File: config.mk
export PLATFORM = sky130hd
export DESIGN_NAME = ml_tile_sequencer
export DESIGN_NICKNAME = d
export VERILOG_FILES = /design/src/rtl/ml_ctrl_pkg.sv /design/src/rtl/ml_row_stepper.sv /design/src/rtl/ml_tile_sequencer.sv
export SDC_FILE = /design/constraint.sdc
export NUM_CORES = 1
export LEC_CHECK = 0
export CORE_ASPECT_RATIO = 1.25
export CORE_MARGIN = 3
export CORE_UTILIZATION = 50
export DETAILED_ROUTE_END_ITERATION = 7
export PLACE_DENSITY = 0.79
export SETUP_SLACK_MARGIN = 0.5
export SLEW_MARGIN = 10
export SYNTH_ARGS = -nofsm -noshare
export SYNTH_HDL_FRONTEND = slang
export SYNTH_SLANG_ARGS = --single-unit
File: constraint.sdc
create_clock -name clk -period 6.5 [get_ports clk]
set_input_delay 1.3 -clock clk [delete_from_list [all_inputs] [get_ports clk]]
set_output_delay 1.3 -clock clk [all_outputs]
set_load 0.05 [all_outputs]
File: src/rtl/ml_ctrl_pkg.sv
// Shared types and constants for the PE-array tile sequencer.
// Holds the FSM state encoding, error codes and the default row-counter width.
package ml_ctrl_pkg;

    typedef enum logic [2:0] {
        IDLE         = 3'd0,
        LD_WT        = 3'd1,
        LD_IF_BUF    = 3'd2,
        LD_IF_PE     = 3'd3,
        EXEC         = 3'd4,
        UNLD_OF_PE   = 3'd5,
        UNLD_OF_SRAM = 3'd6,
        FIN          = 3'd7
    } state_t;

    localparam logic [1:0] ERR_NONE    = 2'd0;
    localparam logic [1:0] ERR_CFG     = 2'd1;
    localparam logic [1:0] ERR_TIMEOUT = 2'd2;

    localparam int Y_DIM_DEF = 15;
    localparam int ROW_W     = $clog2(Y_DIM_DEF + 1);

endpackage

File: src/rtl/ml_row_stepper.sv
// Walks a one-hot row select across 0..limit-1, one row per unstalled cycle.
// Ports: clk, rst_n; enable, stall, clr, limit in; sel, strobe, last out.
module ml_row_stepper #(
    parameter int Y_DIM = 15
) (
    input  logic                         clk,
    input  logic                         rst_n,
    input  logic                         enable,
    input  logic                         stall,
    input  logic                         clr,
    input  logic [$clog2(Y_DIM+1)-1:0]   limit,
    output logic [Y_DIM-1:0]             sel,
    output logic                         strobe,
    output logic                         last
);

    localparam int RW = $clog2(Y_DIM + 1);

    logic [RW-1:0] row;

    always_comb begin
        strobe = enable && !stall;
        last   = strobe && (row == limit - RW'(1));
        sel    = strobe ? (Y_DIM'(1) << row) : '0;
    end

    always_ff @(posedge clk or negedge rst_n) begin
        if (!rst_n) begin
            row <= '0;
        end else if (clr || last) begin
            row <= '0;
        end else if (strobe) begin
            row <= row + RW'(1);
        end
    end

endmodule

File: src/rtl/ml_tile_sequencer.sv
// Tile-looping controller: weights, ifmap fill, row load, compute, unload, drain.
// Ports: clk/rst_n, start/abort, cfg_*; req/ack engine handshakes; FIFO strobes,
// row selects, pe_start/pe_done to the array; busy/done/err/state_o/tile_idx.
module ml_tile_sequencer
    import ml_ctrl_pkg::*;
#(
    parameter int                   Y_DIM     = 15,
    parameter int                   TILE_W    = 8,
    parameter int                   TIMEOUT_W = 16,
    parameter logic [TIMEOUT_W-1:0] TIMEOUT   = 16'hFFFF
) (
    input  logic                       clk,
    input  logic                       rst_n,
    input  logic                       start,
    input  logic                       abort,
    input  logic [TILE_W-1:0]          cfg_num_tiles,
    input  logic [$clog2(Y_DIM+1)-1:0] cfg_if_rows,
    input  logic [$clog2(Y_DIM+1)-1:0] cfg_of_rows,
    input  logic                       cfg_wt_reload,
    output logic                       wt_ld_req,
    input  logic                       wt_ld_ack,
    output logic                       if_buf_req,
    input  logic                       if_buf_done,
    input  logic                       if_fifo_empty,
    output logic                       if_fifo_rd_en,
    output logic [Y_DIM-1:0]           pe_if_row_sel,
    output logic                       pe_start,
    input  logic                       pe_done,
    input  logic                       of_fifo_full,
    output logic                       of_fifo_wr_en,
    output logic [Y_DIM-1:0]           pe_of_row_sel,
    output logic                       of_drain_req,
    input  logic                       of_drain_done,
    output logic                       busy,
    output logic                       done,
    output logic [1:0]                 err,
    output logic [2:0]                 state_o,
    output logic [TILE_W-1:0]          tile_idx
);

    localparam int            RW   = $clog2(Y_DIM + 1);
    localparam logic [RW-1:0] YMAX = RW'(Y_DIM);

    state_t               state, state_n;
    logic [TILE_W-1:0]    n_tiles, tile_nxt;
    logic [RW-1:0]        if_rows, of_rows;
    logic                 reload;
    logic [TIMEOUT_W-1:0] wdog;
    logic                 armed;
    logic                 ab, cfg_bad, tile_end, timeout;
    logic                 if_last, of_last;

    ml_row_stepper #(.Y_DIM(Y_DIM)) u_if_step (
        .clk    (clk),
        .rst_n  (rst_n),
        .enable ((state == LD_IF_PE) && !abort),
        .stall  (if_fifo_empty),
        .clr    (ab),
        .limit  (if_rows),
        .sel    (pe_if_row_sel),
        .strobe (if_fifo_rd_en),
        .last   (if_last)
    );

    ml_row_stepper #(.Y_DIM(Y_DIM)) u_of_step (
        .clk    (clk),
        .rst_n  (rst_n),
        .enable ((state == UNLD_OF_PE) && !abort),
        .stall  (of_fifo_full),
        .clr    (ab),
        .limit  (of_rows),
        .sel    (pe_of_row_sel),
        .strobe (of_fifo_wr_en),
        .last   (of_last)
    );

    always_comb begin
        ab       = abort && (state != IDLE);
        cfg_bad  = (cfg_num_tiles == '0)
                || (cfg_if_rows == '0) || (cfg_if_rows > YMAX)
                || (cfg_of_rows == '0) || (cfg_of_rows > YMAX);
        tile_nxt = tile_idx + TILE_W'(1);
        tile_end = (tile_nxt == n_tiles);
        // armed is low only on the first EXEC cycle, so the watchdog
        // starts counting on the cycle after the pe_start pulse
        timeout  = (state == EXEC) && armed && (wdog == TIMEOUT);
    end

    always_comb begin
        state_n      = state;
        wt_ld_req    = 1'b0;
        if_buf_req   = 1'b0;
        of_drain_req = 1'b0;
        pe_start     = 1'b0;
        done         = 1'b0;
        unique case (state)
            IDLE: begin
                if (start) state_n = cfg_bad ? FIN : LD_WT;
            end
            LD_WT: begin
                wt_ld_req = 1'b1;
                if (wt_ld_ack) state_n = LD_IF_BUF;
            end
            LD_IF_BUF: begin
                if_buf_req = 1'b1;
                if (if_buf_done) state_n = LD_IF_PE;
            end
            LD_IF_PE: begin
                if (if_last) state_n = EXEC;
            end
            EXEC: begin
                pe_start = !armed;
                if (timeout) state_n = FIN;
                else if (pe_done) state_n = UNLD_OF_PE;
            end
            UNLD_OF_PE: begin
                if (of_last) state_n = UNLD_OF_SRAM;
            end
            UNLD_OF_SRAM: begin
                of_drain_req = 1'b1;
                if (of_drain_done) begin
                    if (tile_end) state_n = FIN;
                    else if (reload) state_n = LD_WT;
                    else state_n = LD_IF_BUF;
                end
            end
            FIN: begin
                done    = 1'b1;
                state_n = IDLE;
            end
            default: state_n = IDLE;
        endcase
        if (ab) begin
            state_n      = IDLE;
            wt_ld_req    = 1'b0;
            if_buf_req   = 1'b0;
            of_drain_req = 1'b0;
            pe_start     = 1'b0;
            done         = 1'b0;
        end
    end

    always_ff @(posedge clk or negedge rst_n) begin
        if (!rst_n) begin
            state    <= IDLE;
            n_tiles  <= '0;
            if_rows  <= '0;
            of_rows  <= '0;
            reload   <= 1'b0;
            tile_idx <= '0;
            wdog     <= '0;
            armed    <= 1'b0;
            err      <= ERR_NONE;
        end else begin
            state <= state_n;
            if (state == IDLE && start) begin
                n_tiles  <= cfg_num_tiles;
                if_rows  <= cfg_if_rows;
                of_rows  <= cfg_of_rows;
                reload   <= cfg_wt_reload;
                tile_idx <= '0;
                err      <= cfg_bad ? ERR_CFG : ERR_NONE;
            end
            if (timeout && !ab) err <= ERR_TIMEOUT;
            if (state == EXEC && state_n == EXEC) begin
                armed <= 1'b1;
                if (armed) wdog <= wdog + TIMEOUT_W'(1);
            end else begin
                armed <= 1'b0;
                wdog  <= '0;
            end
            if (ab) begin
                tile_idx <= '0;
            end else if (state == UNLD_OF_SRAM && of_drain_done && !tile_end) begin
                tile_idx <= tile_nxt;
            end
        end
    end

    assign busy    = (state != IDLE);
    assign state_o = state;

endmodule

* Yosys cells after proc, flatten, opt, wreduce, memory -nomap -nowiden *
Index checks and enable logic that the tools add are counted.

storage, ports and cells
  register bits = 55
  output and inout port bits = 51
  input bits = 27
  word-level logic and storage cells = 107

operators by class
  order comparisons = 2
  shift-type cells = 2
  eq/ne operators = 13
  add/subtract/negate cells = 6
  muxes and demuxes = 38
  reductions and logical operators = 35

operators with widths
  kind                                                   number
  2-to-1 mux 3 bit                                       11
  2-to-1 mux 16 bit                                      2
  2-to-1 mux 15 bit                                      2
  left shift 1 x 4 -> 15 bit (first input constant)      2
  2-to-1 mux 8 bit                                       3
  one-hot mux 3 bit (8 select lines)                     1
  adder 16 x 1 -> 16 bit (second input constant)         1
  == test 16 bit (second input constant)                 1
  2-to-1 mux 4 bit                                       4
  == test 3 bit (second input constant)                  5
  logical AND 1 bit                                      14
  2-to-1 mux 1 bit                                       12
  adder 4 x 1 -> 4 bit (second input constant)           2
  adder 8 x 1 -> 8 bit (second input constant)           1
  == test 4 bit                                          2
  == test 8 bit                                          1
  greater-than comparator 4 bit (second input constant)  2
  zero test 4 bit                                        2
  zero test 8 bit                                        1
  subtractor 4 x 1 -> 4 bit (second input constant)      2
  == test 3 x 2 -> 1 bit (second input constant)         2
  zero test 1 bit                                        6
  logical OR 1 bit                                       6
  2-to-1 mux 2 bit                                       3
  other kinds (5)                                        8

* Depth between registers and ports, before layout *
Gate-level depths: netlist of run 1.

  depth in word-level cells = 12
  gate-level depth with buffers = 9
  depth with buffers taken out = 7

* Modules after synthesis *
A second synthesis of run 1 with hierarchy kept.

unflattened totals
  cell total of the unflattened synthesis = 374
  area total of the unflattened synthesis = 3560.9 sq um

by module, submodules not included
  module             cells an instance  instances  area each (sq um)
  ml_tile_sequencer  264                1          2595.0
  ml_row_stepper     55                 2          483.0

* Worst setup path before layout of run 1 *
No wires, ideal clock.

  path type = input to output
  start point = input if_fifo_empty
  end point = output pe_if_row_sel[10]
  path slack = 1605 ps
  buffers on the path = 1
  cell stages on the path = 4
  arrival = 3595 ps
  cell sequence = nor4_1 clkbuf_1 nand2_1 nor3_1

on the way
  longest elaborated chain between the ends = 3

RTL lines
  what               line                     RTL
  from (decl)        ml_tile_sequencer.sv:24  input logic if_fifo_empty,
  zero test 1 bit    ml_row_stepper.sv:22     strobe = enable && !stall;
  logical AND 1 bit  ml_row_stepper.sv:22
  net if_fifo_rd_en  ml_tile_sequencer.sv:25  output logic if_fifo_rd_en,
  2-to-1 mux 15 bit  ml_row_stepper.sv:24     sel = strobe ? (Y_DIM'(1) << row) : '0;
  to (decl)          ml_tile_sequencer.sv:26  output logic [Y_DIM-1:0] pe_if_row_sel,

The timed path passes the listed nets, and every way through them passes these cells.

* Worst setup path after layout of run 1 *
  start point = input abort
  end point = output pe_of_row_sel[2]

on the way
  longest elaborated chain between the ends = 4

RTL lines
  what               line                     RTL
  from (decl)        ml_tile_sequencer.sv:15  input logic abort,
  zero test 1 bit    ml_tile_sequencer.sv:68  .enable ((state == UNLD_OF_PE) && !abort),
  logical AND 1 bit  ml_tile_sequencer.sv:68
  logical AND 1 bit  ml_row_stepper.sv:22
  2-to-1 mux 15 bit  ml_row_stepper.sv:24
  to (decl)          ml_tile_sequencer.sv:31  output logic [Y_DIM-1:0] pe_of_row_sel,

Every way passes these cells.

==> results of run 1 <==
[where the power goes]
group | leakage [nW] | internal, mW | switching, mW
registers | 0.738 | 0.409 | 0.0845
clock network | 0.0516 | 0.0873 | 0.109
logic | 1.16 | 0.211 | 0.317
[final timing paths]
kind	cells past startpoint	from	to	slack, ps
setup / recovery	5	abort	pe_of_row_sel[2]	1270
min in group asynchronous	2	rst_n	tile_idx[5]$_DFFE_PN0P_	1100
max in group asynchronous	2	rst_n	u_if_step.row[3]$_DFFE_PN0P_	4930
setup reg to reg	6	tile_idx[5]$_DFFE_PN0P_	tile_idx[3]$_DFFE_PN0P_	4020
hold reg to reg	2	if_rows[3]$_DFFE_PN0P_	if_rows[3]$_DFFE_PN0P_	510
hold / removal	2	if_rows[3]$_DFFE_PN0P_	if_rows[3]$_DFFE_PN0P_	510
[layout make-up]
class                   instances  area, um2
inverters                      19       71.3
well taps                      87        109
repair buffers                 79        781
clock inverters                 2       13.8
fillers                       558       2270
multi-input cells             304       1940
clock buffers                   6       82.6
flip-flops and latches         55       1380
[sequential cells by signal, summed over array words and instances, names as in the netlist]
signal,count
err,2
tile_idx,8
armed,1
u_of_step.row,4
of_rows,4
n_tiles,8
if_rows,4
reload,1
wdog,16
state_o,3
u_if_step.row,4
[layout by cell type, fill, tap and decap left out, types with 2 or more instances in the layout]
cell / synthesis / routed
sky130_fd_sc_hd__a211oi_1: 3 / 3
sky130_fd_sc_hd__ha_1: 16 / 16
sky130_fd_sc_hd__nor2b_2: 2 / 2
sky130_fd_sc_hd__nand2_1: 61 / 61
sky130_fd_sc_hd__and4_1: 2 / 2
sky130_fd_sc_hd__nor2_1: 47 / 47
sky130_fd_sc_hd__nor3_1: 20 / 20
sky130_fd_sc_hd__a22o_2: 4 / 4
sky130_fd_sc_hd__a31oi_1: 3 / 3
sky130_fd_sc_hd__xor2_1: 16 / 16
sky130_fd_sc_hd__and3_2: 2 / 2
sky130_fd_sc_hd__nand2b_1: 4 / 4
sky130_fd_sc_hd__and2_1: 7 / 7
sky130_fd_sc_hd__mux2i_1: 2 / 2
sky130_fd_sc_hd__inv_1: 19 / 19
sky130_fd_sc_hd__a21oi_1: 9 / 9
sky130_fd_sc_hd__nor2b_1: 3 / 3
sky130_fd_sc_hd__buf_4: 1 / 2
sky130_fd_sc_hd__dfrtp_1: 55 / 55
sky130_fd_sc_hd__nor4_1: 7 / 7
sky130_fd_sc_hd__a221o_1: 3 / 3
sky130_fd_sc_hd__clkdlybuf4s50_1: 0 / 76
sky130_fd_sc_hd__and3_1: 19 / 19
sky130_fd_sc_hd__clkbuf_8: 0 / 6
sky130_fd_sc_hd__o21ai_0: 6 / 6
sky130_fd_sc_hd__nand4_1: 5 / 5
sky130_fd_sc_hd__nand3_1: 16 / 16
sky130_fd_sc_hd__xnor2_1: 23 / 23
[through the flow]
step           worst slack [ps]  util (%)  area, um2
5_1_grt                    1100      65.8       4370
2_1_floorplan              1610         -       3460
6_report                   1270      65.8       4370
4_1_cts                    1320      65.8       4370
3_3_place_gp               1460      64.4       4280
3_5_place_dp               1320      64.4       4280
[worst reg2reg max path, cell delays in order, from the launching register on]
cell and delay, ps:
sky130_fd_sc_hd__dfrtp_1 500, sky130_fd_sc_hd__xnor2_2 220, sky130_fd_sc_hd__nand2_1 70, sky130_fd_sc_hd__or4b_4 490, sky130_fd_sc_hd__a2111oi_4 610, sky130_fd_sc_hd__nor2_4 140
sky130_fd_sc_hd__a221o_1 340
[logic make-up after synthesis]
| kind of cell | share of synthesized area, % |
|---|---|
| mux | 0.903 |
| buf+inv | 4.26 |
| flops | 39.7 |
| xor+xnor | 11.0 |
| fa+ha+maj | 5.78 |
| compound gates | 8.99 |
| simple gates | 29.4 |
[metal layers]
metal,share of wire (%),vias up
met2,51,68
li1,-,1478
met5,0,-
met4,1.6,0
met1,43,1415
met3,4.6,10
==> results by group, run 1 <==
Clock tree
  – Number of buffers inserted to repair setup after CTS: 0
  – Buffer cell driving the clock tree root: sky130_fd_sc_hd__clkbuf_8
  – Inserted Clock Buffers: 5
  – Post-CTS clock slew at the launch and capture registers of the worst setup and hold paths: 80 ps
  – CTS tree: built
  – Maximum number of buffers from clock root to sink: 2
  – Latest clock arrival within the worst-skew pair: 300 ps
  – Level count of the clock H-tree: 2
  – Hold Buf Count CTS: 0
  – Count of cells resized by post-cts repair: 0
  – Clock sink total: 55

Logic synthesis
  – Post-synth EDFFs: 0
  – Post-synth net total: 437
  – Share of flip-flops with an asynchronous set or reset: 100%
  – Syn Std Cell Area: 0.00346 mm2
  – Synth top area cells: sky130_fd_sc_hd__dfrtp_1, sky130_fd_sc_hd__nand2_1, sky130_fd_sc_hd__xnor2_1, sky130_fd_sc_hd__ha_1, sky130_fd_sc_hd__nor2_1
  – Most instantiated library cell after synthesis: sky130_fd_sc_hd__nand2_1
  – Ys Warns: 0
  – Unique masters post-synth: 53
  – Biggest area consumer among synthesized cells: sky130_fd_sc_hd__dfrtp_1
  – Post-synth top area share: 39.7%
  – Seq cells post-synth: 55
  – Cells after Synth: 394
  – Most frequent cells after synthesis: sky130_fd_sc_hd__nand2_1, sky130_fd_sc_hd__dfrtp_1, sky130_fd_sc_hd__nor2_1
  – Fraction of the yosys area taken by sequential cells: 39.7%
  – Avg Synthesized Cell Area: 8.79 um2
  – Dominant synthesized flop cell: sky130_fd_sc_hd__dfrtp_1

Critical path
  – Max stage delay on crit path: 820 ps
  – Crit path DAT: 3930 ps
  – Sequence of cells on the critical path: clkdlybuf4s50_1 > nand2b_1 > nor4_1 > and3_1 > clkdlybuf4s50_1
  – Cell type with the highest occurrence count on the critical path: sky130_fd_sc_hd__clkdlybuf4s50_1
  – Crit path buf inv count: 2
  – Category of the most critical setup path: primary input to output port
  – Worst EP required: 5200 ps
  – Critical path fanouts, max: 8
  – Nature of the critical path endpoint: output port
  – Category of the worst setup path launch point: primary input
  – Slowest CP cell: sky130_fd_sc_hd__clkdlybuf4s50_1
  – Kind of cell adding the most delay to the critical path: buffers and inverters

Layout
  – Number of nets in the layout: 507
  – Fraction of final layout cells with drive strength greater than 1: 6.67%
  – Final non-filler cell total: 552
  – Antenna fix cells: 0
  – Area Overhead vs Synth: 26.3%

STA
  – Number of setup violations in the final report: 0
  – Setup TNS Final: 0 ps
  – Tightest hold margin: 506 ps
  – Max-slew violations: 0
  – Maximum frequency from static timing analysis: 191 MHz
  – Unrepaired setup endpoints after global routing: no
  – Final period util: 80.5%
  – Worst clock skew: 12.4 ps
  – Relative max-transition margin: 43.0%
  – Final min period: 5230 ps
  – Final hold viol count: 0
  – Actual transition at the worst max-transition pin: 847 ps

Floorplan
  – Core Region: 0.00665 mm2
  – Initial standard-cell utilization of the core: 52.1%
  – Row count: 33
  – Horiz. Die Dim: 80.5 um
  – Die outline area: 0.00797 mm2
  – Floorplan die height: 99.1 um
  – I/O Pins: 78

Drt
  – Vias: 2971
  – Number of DRC markers in iteration 0: 157
  – Detailed-route DRC error count: 0
  – Post-detailed-route count of antenna-violating nets: 0
  – Routed via count divided by cell count: 5.38
  – Wirelength, routed: 8060 um
  – Pre-Repair DR Iteration Count: 4
  – Wire length per cell: 14.6 um

Global routing
  – Overflow after GRT: 0
  – Top Usage Layer GRT: met2
  – Global routing met1 resource utilization: 27.9%
  – Number of antenna violations at the first check in global routing: 0
  – GR Layer Usage met3: 3.02%
  – Largest net degree at the start of global routing: 56
  – Global-route wire length before repair: 13500 um
  – Global-route usage over all layers: 21.1%
  – GR Layer Usage met2: 36.2%
  – Vias in the first global route: 2841

Power
  – Overall power: 1.22 mW
  – Pwr Density: 279 mW/mm2
  – Worst vdd ir: 0.192 mV
  – Static leakage: 1.95 nW

Run
  – Maxcap violations: 0

Placement
  – I/O Buffers: 77
  – Placed cells: 544
  – HPWL reported at the end of detailed placement: 6210 um
  – Routability congestion estimate: 0.817

Min path
  – Worst Hold Class: register to register

Status
  – Outcome: finished, final reports clean
Note: power is estimated with default switching activity, not from simulation.
==> inputs of run 2 (changes only) <==
==> constraint.sdc (replaced) <==
create_clock -name clk -period 4.9 [get_ports clk]
set_input_delay 0.98 -clock clk [delete_from_list [all_inputs] [get_ports clk]]
set_output_delay 0.98 -clock clk [all_outputs]
set_load 0.05 [all_outputs]
==> run 2 against run 1 <==
  * Wire length is 2.3% higher
  * Non-clock buffer count unchanged
  * Count of clock-buffer cells in the layout rose by 1
==> results by group, run 2 (synthesis gave the netlist of run 1 again) <==
Status
  – Outcome: finished, final reports clean

Run
  – Maxcap violations: 0 (unchanged)

Power
  – Portion of total power attributed to sequential cells: 40.4% (about the same)
  – Relative contribution of combinational cells to total power: 43.7% (+0.3 points)
  – Switching Share: 42.2% (+0.31 points)
  – Overall power: 1.63 mW (+34%)
  – Clock share of power: 15.9% (-0.2 points)
  – Pwr Density: 359 mW/mm2 (+29%)
  – Static leakage: 2.11 nW (+8.5%)
  – Worst vdd ir: 0.341 mV (+77%)
  – Net switching power figure: 0.688 mW (+35%)
  – Pint: 0.941 mW (+33%)

Global routing
  – Largest net degree at the start of global routing: 56 (unchanged)
  – Overflow after GRT: 0 (unchanged)
  – Global-route usage over all layers: 21.8% (+0.73 points)
  – Global-route wire length before repair: 13900 um (+2.8%)
  – Vias in the first global route: 2961 (+4.2%)
  – Number of antenna violations at the first check in global routing: 0 (unchanged)

STA
  – Final min period: 4220 ps
  – Tightest hold margin: 510 ps (+4.17 ps)
  – Final hold viol count: 0 (unchanged)
  – Max-slew violations: 0 (unchanged)
  – Worst clock skew: 5.35 ps (-7.08 ps)
  – Final period util: 86.0%
  – Maximum frequency from static timing analysis: 237 MHz
  – Setup TNS Final: 0 ps (unchanged)
  – Number of setup violations in the final report: 0 (unchanged)
  – Unrepaired setup endpoints after global routing: no
  – Relative max-transition margin: 50.6% (+7.6 points)
  – Actual transition at the worst max-transition pin: 740 ps (-106 ps)
  – Setup WS post-layout: 685 ps (-584 ps)

Drt
  – Routed via count divided by cell count: 5.38 (about the same)
  – Wire length per cell: 14.9 um (+2.3%)
  – Number of DRC markers in iteration 0: 163 (+3.8%)
  – Vias: 2972 (+0.034%)
  – Post-detailed-route count of antenna-violating nets: 0 (unchanged)
  – Wirelength, routed: 8240 um (+2.3%)
  – Detailed-route DRC error count: 0 (unchanged)
  – Pre-Repair DR Iteration Count: 4 (unchanged)

Min path
  – Worst Hold Class: register to register
  – Worst Hold Path Cells: 2 (unchanged)
  – Endpoint of the worst hold path: if_rows[3]$_DFFE_PN0P_
  – Hold_sp: if_rows[3]$_DFFE_PN0P_

Layout
  – Number of fill cells in the layout: 529 (-5.2%)
  – Area Overhead vs Synth: 30.9%
  – Fraction of final layout cells with drive strength greater than 1: 10.1% (+3.4 points)
  – Final non-filler cell total: 552 (unchanged)
  – Multi-input gate area in the final layout: 0.00196 mm2 (+0.77%)
  – Number of nets in the layout: 507 (unchanged)
  – Most common cell after layout, fill and taps aside: sky130_fd_sc_hd__nand2_1
  – Final core utilization: 68.2% (+2.4 points)
  – Most flops, register: wdog
  – Fin area: 0.00453 mm2 (+3.7%)
  – Most used cells in the layout excluding fill and tap cells: sky130_fd_sc_hd__nand2_1, sky130_fd_sc_hd__dfrtp_1, sky130_fd_sc_hd__clkdlybuf4s50_1
  – Largest registers: wdog: 16 flops, n_tiles: 8 flops, tile_idx: 8 flops
  – Sequential cell area: 0.00138 mm2 (unchanged)
  – Number of flip-flops under the largest register name: 16 (unchanged)
  – Antenna fix cells: 0 (unchanged)

Clock tree
  – Inserted Clock Buffers: 5 (unchanged)
  – Hold Buf Count CTS: 0 (unchanged)
  – Maximum number of buffers from clock root to sink: 2 (unchanged)
  – Post-CTS clock slew at the launch and capture registers of the worst setup and hold paths: 90 ps (about the same)
  – Level count of the clock H-tree: 2 (unchanged)
  – Number of buffers inserted to repair setup after CTS: 0 (unchanged)
  – Clock sink total: 55 (unchanged)
  – Buffer cell driving the clock tree root: sky130_fd_sc_hd__clkbuf_8
  – Count of cells resized by post-cts repair: 2 (+2)
  – Latest clock arrival within the worst-skew pair: 300 ps (about the same)
  – CTS tree: built

Critical path
  – Critical path fanouts, max: 8 (unchanged)
  – Category of the worst setup path launch point: primary input
  – Register-to-register setup slack: 2380 ps (-1640 ps)
  – Slowest CP cell: sky130_fd_sc_hd__clkdlybuf4s50_1
  – Worst reg2reg startpoint: state_o[2]$_DFF_PN0_
  – Worst EP required: 3920 ps (-1280 ps)
  – Max stage delay on crit path: 810 ps (about the same)
  – Crit path DAT: 3240 ps (-690 ps)
  – Nature of the critical path endpoint: output port
  – Path depth of the worst reg2reg path: 5 (-1)
  – Reg-to-reg critical path endpoint: wdog[10]$_DFFE_PN0P_
  – Sequence of cells on the critical path: clkdlybuf4s50_1 > nand2b_1 > nor4_4 > and3_1 > clkdlybuf4s50_1
  – Category of the most critical setup path: primary input to output port
  – Cell type with the highest occurrence count on the critical path: sky130_fd_sc_hd__clkdlybuf4s50_1

Floorplan
  – Die outline area: 0.00797 mm2 (unchanged)
  – Horiz. Die Dim: 80.5 um (unchanged)
  – Row count: 33 (unchanged)
  – Initial standard-cell utilization of the core: 52.1% (unchanged)
  – Core Region: 0.00665 mm2 (unchanged)
  – Floorplan die height: 99.1 um (unchanged)
  – I/O Pins: 78 (unchanged)

Placement
  – HPWL reported at the end of detailed placement: 6400 um (+3.0%)
  – Pre-CTS worst setup slack: 335 ps (-982 ps)
  – Placed cells: 544 (unchanged)
  – Routability congestion estimate: 0.806 (-1.3%)
  – I/O Buffers: 77 (unchanged)
  – Placed standard-cell area: 0.00441 mm2 (+3.2%)
-- run 2: layout make-up --
class / count / area share [%]
multi-input cells: 304 / 43.1
flip-flops and latches: 55 / 30.4
repair buffers: 79 / 20.4
well taps: 87 / 2.40
clock buffers: 7 / 1.90
inverters: 19 / 1.57
clock inverters: 1 / 0.193
-- run 2: routing by layer --
metal	global-route usage, %	up-vias	part of all wire [%]
met1	27.8	1423	42
met3	3.20	11	3.9
met5	0	-	0
li1	-	1469	-
met4	5.98	0	1.6
met2	38.3	69	53
-- run 2: how the worst max path moves through the flow --
stage	startpoint	end	slack (ps)	cells after the start
finish	abort	pe_of_row_sel[4]	680	5
detailed placement	abort	pe_of_row_sel[4]	330	5
CTS	abort	pe_of_row_sel[13]	490	6
global route	abort	pe_of_row_sel[11]	560	5
global placement	abort	pe_of_row_sel[0]	500	5
floorplan	if_fifo_empty	pe_if_row_sel[10]	650	4
-- run 2: power groups by stage --
stage          registers [mW]  logic (mW)  clock network (mW)
2_1_floorplan           0.660       0.510                   0
3_3_place_gp            0.657       0.682                   0
3_5_place_dp            0.667       0.710                   0
4_1_cts                 0.657       0.716               0.268
5_1_grt                 0.672       0.790               0.283
6_report                0.658       0.712               0.259
-- run 2: critical path: cells and delay by family --
family | cells | cell delay [ps]
buffers and inverters | 2 | 1340
AND/OR/NAND/NOR | 3 | 910
==> inputs of run 3 (changes only) <==
--- a/config.mk
+++ b/config.mk
@@ -11,7 +11,6 @@
 export DETAILED_ROUTE_END_ITERATION = 7
 export PLACE_DENSITY = 0.79
 export SETUP_SLACK_MARGIN = 0.5
-export SLEW_MARGIN = 10
 export SYNTH_ARGS = -nofsm -noshare
 export SYNTH_HDL_FRONTEND = slang
 export SYNTH_SLANG_ARGS = --single-unit
==> results of run 3 <==
No change in the layout: final DEF, timing and power equal those of run 2.
